--- src/rtl/sd_cmd_pkg.sv ---
// ---------------------------------------------------------------------------
// sd_cmd_pkg
// Shared definitions for the SD/eMMC command-line engine:
//   - FSM state encoding
//   - response-type codes
//   - frame-length constants
//   - CRC7 polynomial
//   - response CRC coverage window helper
// ---------------------------------------------------------------------------
package sd_cmd_pkg;

    typedef enum logic [2:0] {
        ST_IDLE     = 3'd0,
        ST_TX       = 3'd1,
        ST_WAIT_RSP = 3'd2,
        ST_RX       = 3'd3,
        ST_GAP      = 3'd4
    } state_t;

    // Code 2'b11 is decoded exactly like RSP_48.
    typedef enum logic [1:0] {
        RSP_NONE   = 2'b00,
        RSP_48     = 2'b01,
        RSP_136    = 2'b10,
        RSP_48_ALT = 2'b11
    } rsp_type_t;

    localparam int CMD_FRAME_LEN = 48;   // command and short response frame
    localparam int RSP_LONG_LEN  = 136;  // long (R2) response frame
    localparam int CRC_CMD_BITS  = 40;   // bits covered by CRC7 in a 48-bit frame
    localparam int CRC_LONG_BITS = 120;  // bits covered by CRC7 in a 136-bit frame
    localparam int RSP_HDR_BITS  = 8;    // long-response header, not CRC covered
    localparam int RSP_W         = RSP_LONG_LEN - 2;  // start and end bit dropped
    localparam int TURNAROUND    = 2;    // CMD line turnaround, cmd_i ignored

    localparam logic [6:0] CRC7_POLY = 7'h09;  // x^7 + x^3 + 1, x^7 implicit

    localparam logic [7:0] TX_CRC_FIRST  = 8'(CRC_CMD_BITS);
    localparam logic [7:0] TX_LAST_BIT   = 8'(CMD_FRAME_LEN - 1);
    localparam logic [7:0] RX_SHORT_BITS = 8'(CMD_FRAME_LEN - 2);
    localparam logic [7:0] RX_LONG_BITS  = 8'(RSP_LONG_LEN - 2);

    // rx_idx counts bits received after the start bit. The start bit is a 0
    // fed into a zero-initialised CRC, so clearing the CRC on RX entry is
    // equivalent to having shifted the start bit in.
    function automatic logic rsp_crc_window(input logic is_long,
                                            input logic [7:0] rx_idx);
        if (is_long) begin
            return (rx_idx >= 8'(RSP_HDR_BITS - 1)) &&
                   (rx_idx <  8'(RSP_HDR_BITS - 1 + CRC_LONG_BITS));
        end
        return rx_idx < 8'(CRC_CMD_BITS - 1);
    endfunction

endpackage

--- src/rtl/sd_crc_7.sv ---
// ---------------------------------------------------------------------------
// sd_crc_7
// Serial CRC7 (x^7 + x^3 + 1, init 0), one bit per enabled clock.
// The same instance computes the outgoing command CRC and, afterwards,
// the incoming response CRC.
//
// Ports:
//   sd_clk   - clock, rising edge
//   AXI_RST  - asynchronous active-low reset
//   clr      - synchronous clear to zero (has priority over en)
//   en       - shift din into the CRC this cycle
//   din      - serial data bit, MSB first
//   crc      - current CRC7 remainder
// ---------------------------------------------------------------------------
module sd_crc_7
    import sd_cmd_pkg::*;
(
    input  logic       sd_clk,
    input  logic       AXI_RST,
    input  logic       clr,
    input  logic       en,
    input  logic       din,
    output logic [6:0] crc
);

    logic fb;

    assign fb = din ^ crc[6];

    // NOTE: sequential state is written with non-blocking assignments so every
    // flop samples the values from before the clock edge.
    always_ff @(posedge sd_clk or negedge AXI_RST) begin
        if (!AXI_RST) begin
            crc <= '0;
        end else if (clr) begin
            crc <= '0;
        end else if (en) begin
            crc <= {crc[5:0], 1'b0} ^ ({7{fb}} & CRC7_POLY);
        end
    end

endmodule

--- src/rtl/sd_cmd_serial_host.sv ---
// ---------------------------------------------------------------------------
// sd_cmd_serial_host
// SD/eMMC CMD-line engine, clocked by the divided SD clock.
//
// Operation:
//   - Sends a 48-bit command: start bit, CRC7, end bit.
//   - Optionally waits for a 48- or 136-bit response and deserialises it.
//   - Reports done, timeout and CRC status.
//
// Optional feature, enabled by defining SD_CMD_RSP_CRC_CHECK_EN:
//   response CRC7 and end-bit checking. When undefined, crc_err_o is tied 0.
//
// Parameters:
//   TIMEOUT_CYCLES - sd_clk cycles in WAIT_RSP before declaring no response
//   GAP_CYCLES     - idle sd_clk cycles after each transaction before done_o
//
// Ports:
//   sd_clk       in   clock, rising edge
//   AXI_RST      in   asynchronous active-low reset
//   start_i      in   one-cycle command request, honoured only in IDLE
//   cmd_index_i  in   [5:0] command index
//   cmd_arg_i    in   [31:0] command argument
//   rsp_type_i   in   [1:0] 00 none, 01 48-bit, 10 136-bit, 11 as 01
//   busy_o       out  transaction in progress
//   done_o       out  one-cycle pulse at transaction end
//   timeout_o    out  no response start bit seen; held until next start
//   crc_err_o    out  response CRC7 / end-bit error; held until next start
//   rsp_o        out  [133:0] response bits after start bit, right-aligned
//   cmd_o        out  CMD line drive value
//   cmd_oe_o     out  CMD line output enable
//   cmd_i        in   CMD line sampled value
// ---------------------------------------------------------------------------
module sd_cmd_serial_host
    import sd_cmd_pkg::*;
#(
    parameter int TIMEOUT_CYCLES = 64,
    parameter int GAP_CYCLES     = 8
) (
    input  logic             sd_clk,
    input  logic             AXI_RST,
    input  logic             start_i,
    input  logic [5:0]       cmd_index_i,
    input  logic [31:0]      cmd_arg_i,
    input  logic [1:0]       rsp_type_i,
    output logic             busy_o,
    output logic             done_o,
    output logic             timeout_o,
    output logic             crc_err_o,
    output logic [RSP_W-1:0] rsp_o,
    output logic             cmd_o,
    output logic             cmd_oe_o,
    input  logic             cmd_i
);

    localparam int WAIT_W = $clog2(TIMEOUT_CYCLES + 1);
    localparam logic [WAIT_W-1:0] WAIT_LAST = WAIT_W'(TIMEOUT_CYCLES - 1);
    localparam logic [WAIT_W-1:0] WAIT_MAX  = WAIT_W'(TIMEOUT_CYCLES);
    localparam logic [WAIT_W-1:0] WAIT_TURN = WAIT_W'(TURNAROUND);
    localparam logic [7:0]        GAP_LAST  = 8'(GAP_CYCLES - 1);

    state_t                  state, state_n;
    logic [CRC_CMD_BITS-1:0] tx_shift;   // start, transmission, index, arg
    logic                    has_rsp;
    logic                    is_long;
    logic [7:0]              bit_cnt;    // position within TX, RX or GAP
    logic [WAIT_W-1:0]       wait_cnt;   // cycles spent in WAIT_RSP
    logic                    timeout_q;
    logic [7:0]              rx_len;
    logic                    start_ok;
    logic                    crc_clr, crc_en, crc_din;
    logic [6:0]              crc;

    assign start_ok  = (state == ST_IDLE) && start_i;
    assign rx_len    = is_long ? RX_LONG_BITS : RX_SHORT_BITS;
    // Combinational from state so a reset releases the line immediately.
    assign busy_o    = (state != ST_IDLE);
    assign timeout_o = timeout_q;

    sd_crc_7 u_crc (
        .sd_clk  (sd_clk),
        .AXI_RST (AXI_RST),
        .clr     (crc_clr),
        .en      (crc_en),
        .din     (crc_din),
        .crc     (crc)
    );

    always_ff @(posedge sd_clk or negedge AXI_RST) begin
        if (!AXI_RST) begin
            state <= ST_IDLE;
        end else begin
            state <= state_n;
        end
    end

    // NOTE: every output of this block gets a default first, so no path
    // through the case statement can leave a latch behind.
    always_comb begin
        state_n  = state;
        cmd_o    = 1'b1;
        cmd_oe_o = 1'b0;
        crc_clr  = 1'b0;
        crc_en   = 1'b0;
        crc_din  = 1'b0;
        case (state)
            ST_IDLE: begin
                if (start_i) begin
                    state_n = ST_TX;
                    crc_clr = 1'b1;
                end
            end
            ST_TX: begin
                cmd_oe_o = 1'b1;
                if (bit_cnt < TX_CRC_FIRST) begin
                    cmd_o   = tx_shift[CRC_CMD_BITS-1];
                    crc_en  = 1'b1;
                    crc_din = tx_shift[CRC_CMD_BITS-1];
                end else if (bit_cnt < TX_LAST_BIT) begin
                    // Bits 40..46 carry crc[6]..crc[0].
                    cmd_o = crc[3'(TX_LAST_BIT - 8'd1 - bit_cnt)];
                end
                if (bit_cnt == TX_LAST_BIT) begin
                    state_n = has_rsp ? ST_WAIT_RSP : ST_GAP;
                end
            end
            ST_WAIT_RSP: begin
                // A start bit on the final cycle wins over the timeout.
                if (wait_cnt >= WAIT_TURN && !cmd_i) begin
                    state_n = ST_RX;
`ifdef SD_CMD_RSP_CRC_CHECK_EN
                    crc_clr = 1'b1;
`endif
                end else if (wait_cnt == WAIT_LAST) begin
                    state_n = ST_GAP;
                end
            end
            ST_RX: begin
                if (bit_cnt == rx_len) begin
                    state_n = ST_GAP;  // this cycle samples the end bit
                end
`ifdef SD_CMD_RSP_CRC_CHECK_EN
                else if (rsp_crc_window(is_long, bit_cnt)) begin
                    crc_en  = 1'b1;
                    crc_din = cmd_i;
                end
`endif
            end
            ST_GAP: begin
                if (bit_cnt == GAP_LAST) begin
                    state_n = ST_IDLE;
                end
            end
            default: state_n = ST_IDLE;
        endcase
    end

    // NOTE: rsp_o is a plain register, not a memory, so it takes the async
    // reset along with the rest of the datapath.
    always_ff @(posedge sd_clk or negedge AXI_RST) begin
        if (!AXI_RST) begin
            tx_shift  <= '0;
            has_rsp   <= 1'b0;
            is_long   <= 1'b0;
            bit_cnt   <= '0;
            wait_cnt  <= '0;
            rsp_o     <= '0;
            timeout_q <= 1'b0;
            done_o    <= 1'b0;
        end else begin
            done_o <= (state == ST_GAP) && (state_n == ST_IDLE);

            if (state_n != state) begin
                bit_cnt <= '0;
            end else if (state != ST_IDLE) begin
                bit_cnt <= bit_cnt + 8'd1;
            end

            if (state_n != state) begin
                wait_cnt <= '0;
            end else if (state == ST_WAIT_RSP && wait_cnt != WAIT_MAX) begin
                wait_cnt <= wait_cnt + WAIT_W'(1);
            end

            if (start_ok) begin
                tx_shift  <= {2'b01, cmd_index_i, cmd_arg_i};
                has_rsp   <= (rsp_type_i != RSP_NONE);
                is_long   <= (rsp_type_i == RSP_136);
                rsp_o     <= '0;
                timeout_q <= 1'b0;
            end else if (state == ST_TX && bit_cnt < TX_CRC_FIRST) begin
                tx_shift <= {tx_shift[CRC_CMD_BITS-2:0], 1'b0};
            end

            if (state == ST_WAIT_RSP && state_n == ST_GAP) begin
                timeout_q <= 1'b1;
            end

            if (state == ST_RX && bit_cnt < rx_len) begin
                rsp_o <= {rsp_o[RSP_W-2:0], cmd_i};
            end
        end
    end

`ifdef SD_CMD_RSP_CRC_CHECK_EN
    logic crc_err_q;

    // Evaluated while the end bit is on cmd_i; the received CRC field has
    // just landed in rsp_o[6:0].
    always_ff @(posedge sd_clk or negedge AXI_RST) begin
        if (!AXI_RST) begin
            crc_err_q <= 1'b0;
        end else if (start_ok) begin
            crc_err_q <= 1'b0;
        end else if (state == ST_RX && bit_cnt == rx_len) begin
            crc_err_q <= (crc != rsp_o[6:0]) || !cmd_i;
        end
    end

    assign crc_err_o = crc_err_q;
`else
    assign crc_err_o = 1'b0;
`endif

endmodule
--- config.mk ---
export PLATFORM = sky130hd
export DESIGN_NAME = sd_cmd_serial_host
export DESIGN_NICKNAME = d
export VERILOG_FILES = /design/src/rtl/sd_cmd_pkg.sv /design/src/rtl/sd_crc_7.sv /design/src/rtl/sd_cmd_serial_host.sv
export SDC_FILE = /design/constraint.sdc
export NUM_CORES = 1
export LEC_CHECK = 0
export CAP_MARGIN = 20
export CORE_MARGIN = 1.5
export CORE_UTILIZATION = 51
export DETAILED_ROUTE_END_ITERATION = 6
export PLACE_DENSITY = 0.8
export SLEW_MARGIN = 20
export SYNTH_ARGS = -nofsm -noshare
export SYNTH_HDL_FRONTEND = slang
export SYNTH_SLANG_ARGS = --single-unit
--- constraint.sdc ---
create_clock -name sd_clk -period 2.5 [get_ports sd_clk]
set_input_delay 0.25 -clock sd_clk [delete_from_list [all_inputs] [get_ports sd_clk]]
set_output_delay 0.25 -clock sd_clk [all_outputs]
set_load 0.005 [all_outputs]
=== After elaboration in Yosys (flattened, before gate mapping) ===
Cells that the tools add are included.

* Add/subtract/negate cells: 3
* $lt $le $gt $ge: 5
* Equality and inequality tests: 12
* Mux-type cells: 33
* Bitwise operators: 2
* Reduce and logical (&&, ||, !) cells: 18

{| class="wikitable"
|+ Operators with widths
! kind !! number
|-
| 134-bit 2-to-1 mux || 2
|-
| 40-bit 2-to-1 mux || 2
|-
| 7-bit 2-to-1 mux || 4
|-
| 8-bit 2-to-1 mux || 3
|-
| 3-bit 2-to-1 mux || 7
|-
| 8-bit by 6-bit less-than comparator with 1-bit output (second input constant) || 2
|-
| 3-bit case mux with 5 select lines || 1
|-
| 2-bit nonzero test || 7
|-
| 1-bit 2-to-1 mux || 13
|-
| 8-bit by 1-bit adder with 8-bit output (second input constant) || 1
|-
| 8-bit by 3-bit equality test with 1-bit output (second input constant) || 1
|-
| 8-bit by 6-bit equality test with 1-bit output (second input constant) || 1
|-
| 8-bit equality test || 1
|-
| 8-bit less-than comparator || 1
|-
| 7-bit by 1-bit adder with 7-bit output (second input constant) || 1
|-
| 7-bit by 6-bit equality test with 1-bit output (second input constant) || 1
|-
| 7-bit by 2-bit greater-or-equal comparator with 1-bit output (second input constant) || 1
|-
| 1-bit logical AND || 7
|-
| 7-bit != test (second input constant) || 1
|-
| 7-bit by 4-bit XOR with 7-bit output || 1
|-
| 3-bit by 2-bit equality test with 1-bit output (second input constant) || 2
|-
| 3-bit equality test (second input constant) || 2
|-
| 3-bit logical NOT || 2
|-
| 3-bit by 4-bit less-than comparator with 1-bit output (second input constant) || 1
|-
| other kinds (8) || 8
|}

* Bits in registers: 203
* Input bits: 44
* Output and inout port bits: 140
* Logic and storage cells: 83

=== Logic depth before layout (Yosys ltp) ===
Gate-level depths: netlist of run 1.

* Word-level depth: 7
* Gate-level depth with buffers: 10
* Gate-level depth less buffers: 7

=== Cells and area by module ===
From an unflattened synthesis of run 1, not the netlist that was laid out.

* Cells, all modules: 943
* Area total of the unflattened synthesis: 8762.2 um2

{| class="wikitable"
|+ By module, submodules not included
! module !! times used !! cells each !! area an instance (um2) !! sequential area each (um2)
|-
| sd_cmd_serial_host || 1 || 915 || 8454.4 || 4904.7
|-
| sd_crc_7 || 1 || 28 || 307.8 || 175.2
|}

=== Worst setup path before layout of run 1 ===
OpenSTA, ideal clock, no wires.

* Path type: reg-to-reg
* Start point: reg bit_cnt[5]
* End point: reg rsp_o[25]
* Setup time: 83 ps
* Arrival: 2037 ps
* Data required time: 2417 ps
* Slack: 381 ps
* Cell stages (with the launch flop): 9
* Buffers on the path: 3
* Clock period less this slack: 2119 ps
* Cell sequence: dfrtp_1 -> ha_1 -> a211o_1 -> a2111oi_4 -> buf_6 -> buf_8 -> buf_6 -> nand2_1 -> o21ai_0

* Longest elaborated chain between the ends: 3
* Elaborated cells on any way between the ends: 4
* Classes of those cells: order compare: 1; mux: 1; reduce/logical: 2

{| class="wikitable"
|+ RTL lines
! what !! RTL line !! source
|-
| from (decl) || sd_cmd_serial_host.sv:65 || <nowiki>logic [7:0] bit_cnt;</nowiki>
|-
| from (signal assigned) || sd_cmd_serial_host.sv:175 || <nowiki>bit_cnt <= bit_cnt + 8'd1;</nowiki>
|-
| 8-bit less-than comparator * || sd_cmd_serial_host.sv:198 || <nowiki>if (state == ST_RX && bit_cnt < rx_len) begin</nowiki>
|-
| 1-bit logical AND * || sd_cmd_serial_host.sv:198 ||
|-
| 134-bit 2-to-1 mux or 2-bit nonzero test (tied branches) || n/a ||
|-
| to (signal assigned) || sd_cmd_serial_host.sv:199 || <nowiki>rsp_o <= {rsp_o[RSP_W-2:0], cmd_i};</nowiki>
|-
| to (decl) || sd_cmd_serial_host.sv:49 || <nowiki>output logic [RSP_W-1:0] rsp_o,</nowiki>
|}

Mark *: on every way between the ends. The rest lies on a longest branch, timed or not.
A chain may end at the register's enable or synchronous reset.

=== Final worst setup path of run 1 ===
* Start point: reg bit_cnt[0]
* End point: out cmd_o

* Longest elaborated chain between the ends: 6
* Elaborated cells on any way between the ends: 8
* Classes of those cells: add/sub: 1; order compare: 2; mux: 5

{| class="wikitable"
|+ RTL lines
! what !! RTL line !! source
|-
| 3-bit subtractor || sd_cmd_serial_host.sv:120 || <nowiki>cmd_o = crc[3'(TX_LAST_BIT - 8'd1 - bit_cnt)];</nowiki>
|-
| 1-bit binary-select mux with 3-bit select || sd_cmd_serial_host.sv:120 ||
|-
| 1-bit 2-to-1 mux (implied by the code) || sd_cmd_serial_host.sv:120 ||
|-
| 1-bit 2-to-1 mux || sd_cmd_serial_host.sv:118 || <nowiki>end else if (bit_cnt < TX_LAST_BIT) begin</nowiki>
|-
| 1-bit 2-to-1 mux * || sd_cmd_serial_host.sv:114 || <nowiki>if (bit_cnt < TX_CRC_FIRST) begin</nowiki>
|-
| 1-bit 2-to-1 mux * || sd_cmd_serial_host.sv:105 || <nowiki>case (state)</nowiki>
|-
| to (decl) || sd_cmd_serial_host.sv:50 || <nowiki>output logic cmd_o,</nowiki>
|}

Mark *: on every way between the ends. The rest lies on a longest branch, timed or not. The select of a mux whose other input is x is not followed.

==> results of run 1 <==
[routing by layer]
layer  routed length, um  vias up  global-route usage  share of wire
li1                    -     3491                   -              -
met4                 691        0              0.0888          0.034
met1                8930     3337               0.314           0.44
met3                 939       44              0.0369          0.046
met2                9930      171               0.373           0.48
met5                   0        -                   0              0
[cell type report]
cell class | instances | area, um2
clock inverter | 12 | 168
tap | 220 | 275
timing repair buffer | 208 | 2120
fill | 1294 | 5110
sequential | 203 | 5080
inverter | 8 | 30.0
clock buffer | 29 | 608
multi-input combinational | 672 | 3250
[through the flow]
step	utilization	total power, uW	setup TNS [ns]
after CTS	0.692	9770	-0.0595
after detailed placement	0.644	6230	0
after floorplan	-	5300	0
after global placement	0.644	6130	0
final	0.693	9720	-0.0550
after global routing	0.693	10200	-0.105
[layout by cell type, fill, tap and decap left out, types with 3 or more instances in the layout]
| cell | count |
|---|---|
| nand4_1 | 5 |
| nor4_1 | 3 |
| ha_1 | 7 |
| a31oi_1 | 4 |
| xor2_1 | 8 |
| bufinv_16 | 4 |
| nand3b_1 | 3 |
| inv_1 | 6 |
| nor3_1 | 4 |
| clkinv_2 | 6 |
| clkbuf_16 | 23 |
| buf_12 | 8 |
| nor2_1 | 106 |
| clkdlybuf4s50_1 | 180 |
| o22ai_1 | 37 |
| buf_4 | 16 |
| dfrtp_1 | 203 |
| clkbuf_1 | 5 |
| o21ai_1 | 27 |
| nand2_1 | 294 |
| xnor2_1 | 5 |
| nand3_1 | 19 |
| o21ai_0 | 116 |
[worst reg2reg max path: stages, from the launching register on]
cell       delay, ns
dfrtp_1         0.39
buf_6           0.13
buf_4           0.15
ha_1            0.26
nand4_1         0.16
nor4_1          0.09
a2111oi_1       0.53
o2111ai_4       0.29
a211oi_2        0.27
[kinds of logic after synthesis]
kind of cell / synth area share
and+or+nand+nor: 0.209
xor gates and xnor gates: 0.0131
adders and majority gates: 0.0115
other: 0.000430
DFF: 0.583
muxes: 0.00373
AOI/OAI and AO/OA: 0.132
buffers and inverters: 0.0480
[worst paths after layout]
kind                                    from           end  cells after the start
min in group asynchronous            AXI_RST  tx_shift[14]                      2
worst max register to register    bit_cnt[0]    bit_cnt[1]                      8
worst min register to register  tx_shift[37]  tx_shift[37]                      2
worst min-delay path                 start_i   tx_shift[0]                      3
worst max-delay path              bit_cnt[0]         cmd_o                      7
max in group asynchronous            AXI_RST     rsp_o[46]                      3
[power groups by stage]
stage,logic [uW],clock network [uW],registers [uW]
after floorplan,1020,0,4280
after global placement,1770,0,4360
after detailed placement,1840,0,4390
after CTS,1900,3520,4350
after global routing,2130,3660,4430
final,1910,3460,4350
[cells in the mapped netlist (all sizes together), types with 3 or more instances]
master and instances:
nand2 294, ha 8, dfrtp 203, nor2 106, xor2 8, nand3 20
buf 28, a2111oi 3, or3b 4, clkbuf 37, o21ai 143, o22ai 37
a31oi 4, inv 8, xnor2 5, nor4 4, nand3b 3, nand4 5
nor3 5
[flip-flops by register name, summed over array words and instances, names as in the netlist]
signal	count
u_crc.crc	7
is_long	1
state	3
tx_shift	40
wait_cnt	7
bit_cnt	8
has_rsp	1
done_o	1
rsp_o	134
timeout_o	1
[repair_timing]
item | 4_1_cts | 5_1_grt
resized for setup | 9 | 1
pin swaps | 2 | 1
hold buffers | 1 | 0
setup endpoints to repair | 1 | 1
hold endpoints to repair | 74 | 0
buffers inserted | 1 | 0
==> results.py, run 1 <==
metrics = {
    "outcome": {
        "status": "finished, violations left",
        "violations": "setup timing",
    },
    "layout": {
        "final_cell_area_um2": 11500,
        "nNetsFinal": 1168,
        "area_growth_pct": 32.3,
        "n_antenna_cell": 0,
        "instances_no_fill": 1352,
        "layout-drive-gt1-share": 0.0680,
    },
    "routing": {
        "drc": 0,
        "firstDrtPassIters": 5,
        "wl_per_cell_um": 15.2,
        "vias_per_cell": 5.21,
        "routed-via-count": 7043,
        "wl_um": 20500,
        "ant_nets": 0,
        "detail_route.iter0.violations": 388,
    },
    "critical_path": {
        "crit_buf_inv": 2,
        "worstPathCellList": "inv_2 -> ha_4 -> mux4_2 -> or3b_4 -> a31oi_1 -> a31oi_1 -> buf_2",
        "slowest_stage": "dfrtp_1",
        "critPathKind": "flop to primary output",
        "startpoint_type": "flop",
        "critPathMaxFanout": 2,
        "cp-end-kind": "primary output",
        "path_delay_family": "flip-flops",
        "crit_required_ns": 2.25,
        "cp_slowest_stage_delay_ns": 0.37,
        "arrival_ns": 2.30,
        "crit_top_cell": "a31oi_1",
        "r2r_setup_slack_ns": 0.14,
    },
    "power": {
        "power_switching_uw": 2690,
        "power.share.switching": 0.277,
        "clkPwrFrac": 0.356,
        "combPwrFrac": 0.196,
        "power.internal_uw": 7030,
        "leakage_uw": 0.00492,
        "sequentialPowerShare": 0.448,
        "ir_drop_v": 0.000624,
        "p_per_area_nw_per_um2": 843,
    },
    "timing": {
        "hold_ws_ns": 0.316,
        "hold_viol_final": 0,
        "rsz0062_at_grt": "true",
        "period_minus_slack_ns": 2.55,
        "relSlewSlack": 0.497,
        "fin_ws_ns": -0.0550,
        "skew_ns": 0.0113,
        "period_share": 1.02,
        "max_freq_mhz": 391,
        "final_max_slew_viol_count": 0,
        "finalSetupViolCount": 1,
        "worst_pin_slew_ns": 0.754,
    },
    "synth": {
        "synthFlopType": "dfrtp_1",
        "synth_cell_types": 52,
        "yosysTopAreaCellShare": 0.583,
        "syn_nets": 1000,
        "synth_area_leaders": "dfrtp_1 (58%), nand2_1 (13%), o21ai_0 (6.7%), nor2_1 (4.6%), o22ai_1 (2.7%)",
        "ys_seq_area_frac": 0.583,
        "ys_async_sr_fraction": 1.00,
        "syn_inst": 948,
        "yosysWarnings": 0,
        "synth-seq-cells": 203,
        "synth_top_area_cell": "dfrtp_1",
        "synthesis.area_um2": 8710,
        "synth-edff-count": 0,
        "avgSynthCellArea_um2": 9.19,
    },
    "min_path": {
        "hold_path.class": "input port to flop",
    },
    "grt": {
        "grt_max_degree": 106,
        "grt_pass1_wl_um": 33800,
        "grt_pass1_vias": 6728,
        "antenna_found_initial": 0,
        "overflow": 0,
        "grt.total_usage": 0.230,
    },
    "floorplanning": {
        "ioPinCount": 184,
        "die_w_um": 134,
        "die_h_um": 134,
        "initial_core_util": 0.523,
        "rows": 47,
        "die_area_um2": 17900,
        "core_um2": 16600,
    },
    "placed_design": {
        "dp_hpwl_um": 13400,
        "pre_cts_ws_ns": 0.0542,
        "portBuffers": 182,
        "place.gp.congestion": 0.810,
        "placed_cells": 1309,
        "postPlaceCellArea_um2": 10700,
    },
    "clock_network": {
        "cts_num_sinks": 203,
        "cts_tree": "yes",
        "ctsLongestPathBuffers": 3,
        "clk_latency_ns": 0.50,
        "cts_root_buf": "clkbuf_16",
        "htreeDepth": 1,
        "clk_pin_slew_ns": 0.06,
        "cts_buffers": 23,
    },
    "run": {
        "max-cap-violations": 0,
    },
}
No activity file was read; power rests on OpenSTA's default activity.
==> run 2: changes to the inputs <==
Settings changed: CORE_MARGIN 1.5 to 4, SLEW_MARGIN 20 to not set.
==> run 2 against run 1 <==
The run still ends with setup timing left; clock skew is 0.0048 ns higher; cell area about the same; first-iteration DRC count grew 3.1%; combinational power about the same; total power fell by 1.1%; non-clock buffer count is 2 higher; critical path depth did not move; register-to-register slack improved by 0.09 ns; clock power down 3%; largest power group unchanged.
==> results.py, run 2 (same netlist as run 1, synthesis figures left out) <==
metrics = {
    "timing": {
        "hold_ws_ns": 0.320,
        "hold_viol_final": 0,
        "final_max_slew_viol_count": 0,
        "rsz0062_at_grt": "true",
        "skew_ns": 0.0161,
        "finalSetupViolCount": 1,
        "period_share": 1.02,
        "worst_pin_slew_ns": 0.655,
        "fin_ws_ns": -0.0386,
        "fin_tns_setup_ns": -0.0386,
        "max_freq_mhz": 394,
        "relSlewSlack": 0.563,
        "period_minus_slack_ns": 2.54,
    },
    "floorplanning": {
        "core_um2": 16600,
        "ioPinCount": 184,
        "die_h_um": 139,
        "die_w_um": 139,
        "rows": 47,
        "initial_core_util": 0.523,
        "die_area_um2": 19200,
    },
    "clock_network": {
        "clk_pin_slew_ns": 0.07,
        "ctsLongestPathBuffers": 3,
        "htreeDepth": 1,
        "cts_num_sinks": 203,
        "cts_tree": "yes",
        "cts_buffers": 22,
        "cts_root_buf": "clkbuf_16",
        "clk_latency_ns": 0.50,
    },
    "power": {
        "p_total_uw": 9620,
        "ir_drop_v": 0.000721,
        "combPwrFrac": 0.201,
        "leakage_uw": 0.00490,
        "power_switching_uw": 2650,
        "power.internal_uw": 6960,
        "sequentialPowerShare": 0.452,
        "clkPwrFrac": 0.347,
        "power.share.switching": 0.276,
        "p_per_area_nw_per_um2": 833,
    },
    "routing": {
        "vias_per_cell": 5.22,
        "wl_per_cell_um": 15.2,
        "wl_um": 20600,
        "routed-via-count": 7056,
        "drc": 0,
        "firstDrtPassIters": 5,
        "detail_route.iter0.violations": 400,
        "ant_nets": 0,
    },
    "grt": {
        "overflow": 0,
        "grt_max_degree": 74,
        "grt.total_usage": 0.209,
        "grt_pass1_wl_um": 34400,
        "grt_pass1_vias": 6823,
        "antenna_found_initial": 0,
    },
    "layout": {
        "layout_commonest_cell": "nand2_1",
        "largest_reg_flops": 134,
        "layout-drive-gt1-share": 0.0698,
        "final_cell_mix": "nand2_1 (293), dfrtp_1 (203), clkdlybuf4s50_1 (180), o21ai_0 (116), nor2_1 (106)",
        "area_growth_pct": 32.5,
        "top_regs": "rsp_o x134, tx_shift x40, bit_cnt x8",
        "instances_no_fill": 1352,
        "fillers": 1270,
        "n_antenna_cell": 0,
        "top_register": "rsp_o",
        "nNetsFinal": 1169,
    },
    "min_path": {
        "hold_path.class": "input port to flop",
    },
    "placed_design": {
        "placed_cells": 1311,
        "portBuffers": 182,
        "dp_hpwl_um": 13900,
        "place.gp.congestion": 0.821,
    },
    "critical_path": {
        "cp-end-kind": "primary output",
        "critPathMaxFanout": 2,
        "arrival_ns": 2.29,
        "crit_required_ns": 2.25,
        "startpoint_type": "flop",
        "critPathKind": "flop to primary output",
    },
    "outcome": {
        "violations": "setup timing",
        "status": "finished, violations left",
    },
    "run": {
        "max-cap-violations": 0,
    },
}
-- run 2: worst paths after layout --
check	depth (start not counted)	startpoint	to	slack [ns]
max	7	bit_cnt[0]	cmd_o	-0.04
min	3	cmd_arg_i[0]	tx_shift[0]	0.32
max reg2reg	8	bit_cnt[0]	wait_cnt[3]	0.23
min reg2reg	2	u_crc.crc[4]	u_crc.crc[5]	0.49
max in group asynchronous	3	AXI_RST	state[2]	1.41
min in group asynchronous	2	AXI_RST	tx_shift[16]	0.33
-- run 2: area by class of cell --
| class | instances | area (um2) | share of cell area |
|---|---|---|---|
| clock buffers | 31 | 626 | 0.0542 |
| multi-input cells | 672 | 3270 | 0.283 |
| repair buffers | 210 | 2140 | 0.185 |
| well taps | 220 | 275 | 0.0239 |
| flip-flops and latches | 203 | 5080 | 0.440 |
| inverters | 8 | 30.0 | 0.00260 |
| clock inverters | 8 | 123 | 0.0106 |
-- run 2: critical path, cell delays in order, from the launching register on --
cell and delay [ns]:
dfrtp_1 0.38, inv_2 0.06, ha_4 0.26, mux4_2 0.30, or3b_4 0.40, a31oi_4 0.16, a31oi_1 0.10, buf_2 0.14
-- run 2: routing by layer --
layer,GRT usage,wire (um),up-vias
li1,-,-,3493
met1,0.282,9020,3372
met2,0.341,9910,150
met3,0.0472,1140,41
met4,0.0654,546,0
met5,0,0,-
-- run 2: power groups by stage --
| stage | Sequential [uW] | Combinational (uW) | Clock [uW] |
|---|---|---|---|
| floorplan | 4280 | 1020 | 0 |
| global placement | 4360 | 1770 | 0 |
| detailed placement | 4380 | 1840 | 0 |
| CTS | 4340 | 1890 | 3420 |
| global route | 4420 | 2160 | 3540 |
| finish | 4350 | 1930 | 3340 |
-- run 2: what timing repair did --
item | CTS | global route
buffers inserted | 1 | 0
setup endpoints to repair | 1 | 11
hold endpoints to repair | 68 | 0
pin swaps | 2 | 0
gates resized for setup | 9 | 4
hold buffers | 1 | 0
-- run 2: stage by stage --
stage               setup slack [ns]  utilization  area, um2
floorplan                      0.381            -       8710
global placement              0.0612        0.645      10700
detailed placement            0.0418        0.645      10700
CTS                          -0.0802        0.692      11500
global route                  -0.114        0.693      11500
finish                       -0.0386        0.693      11500
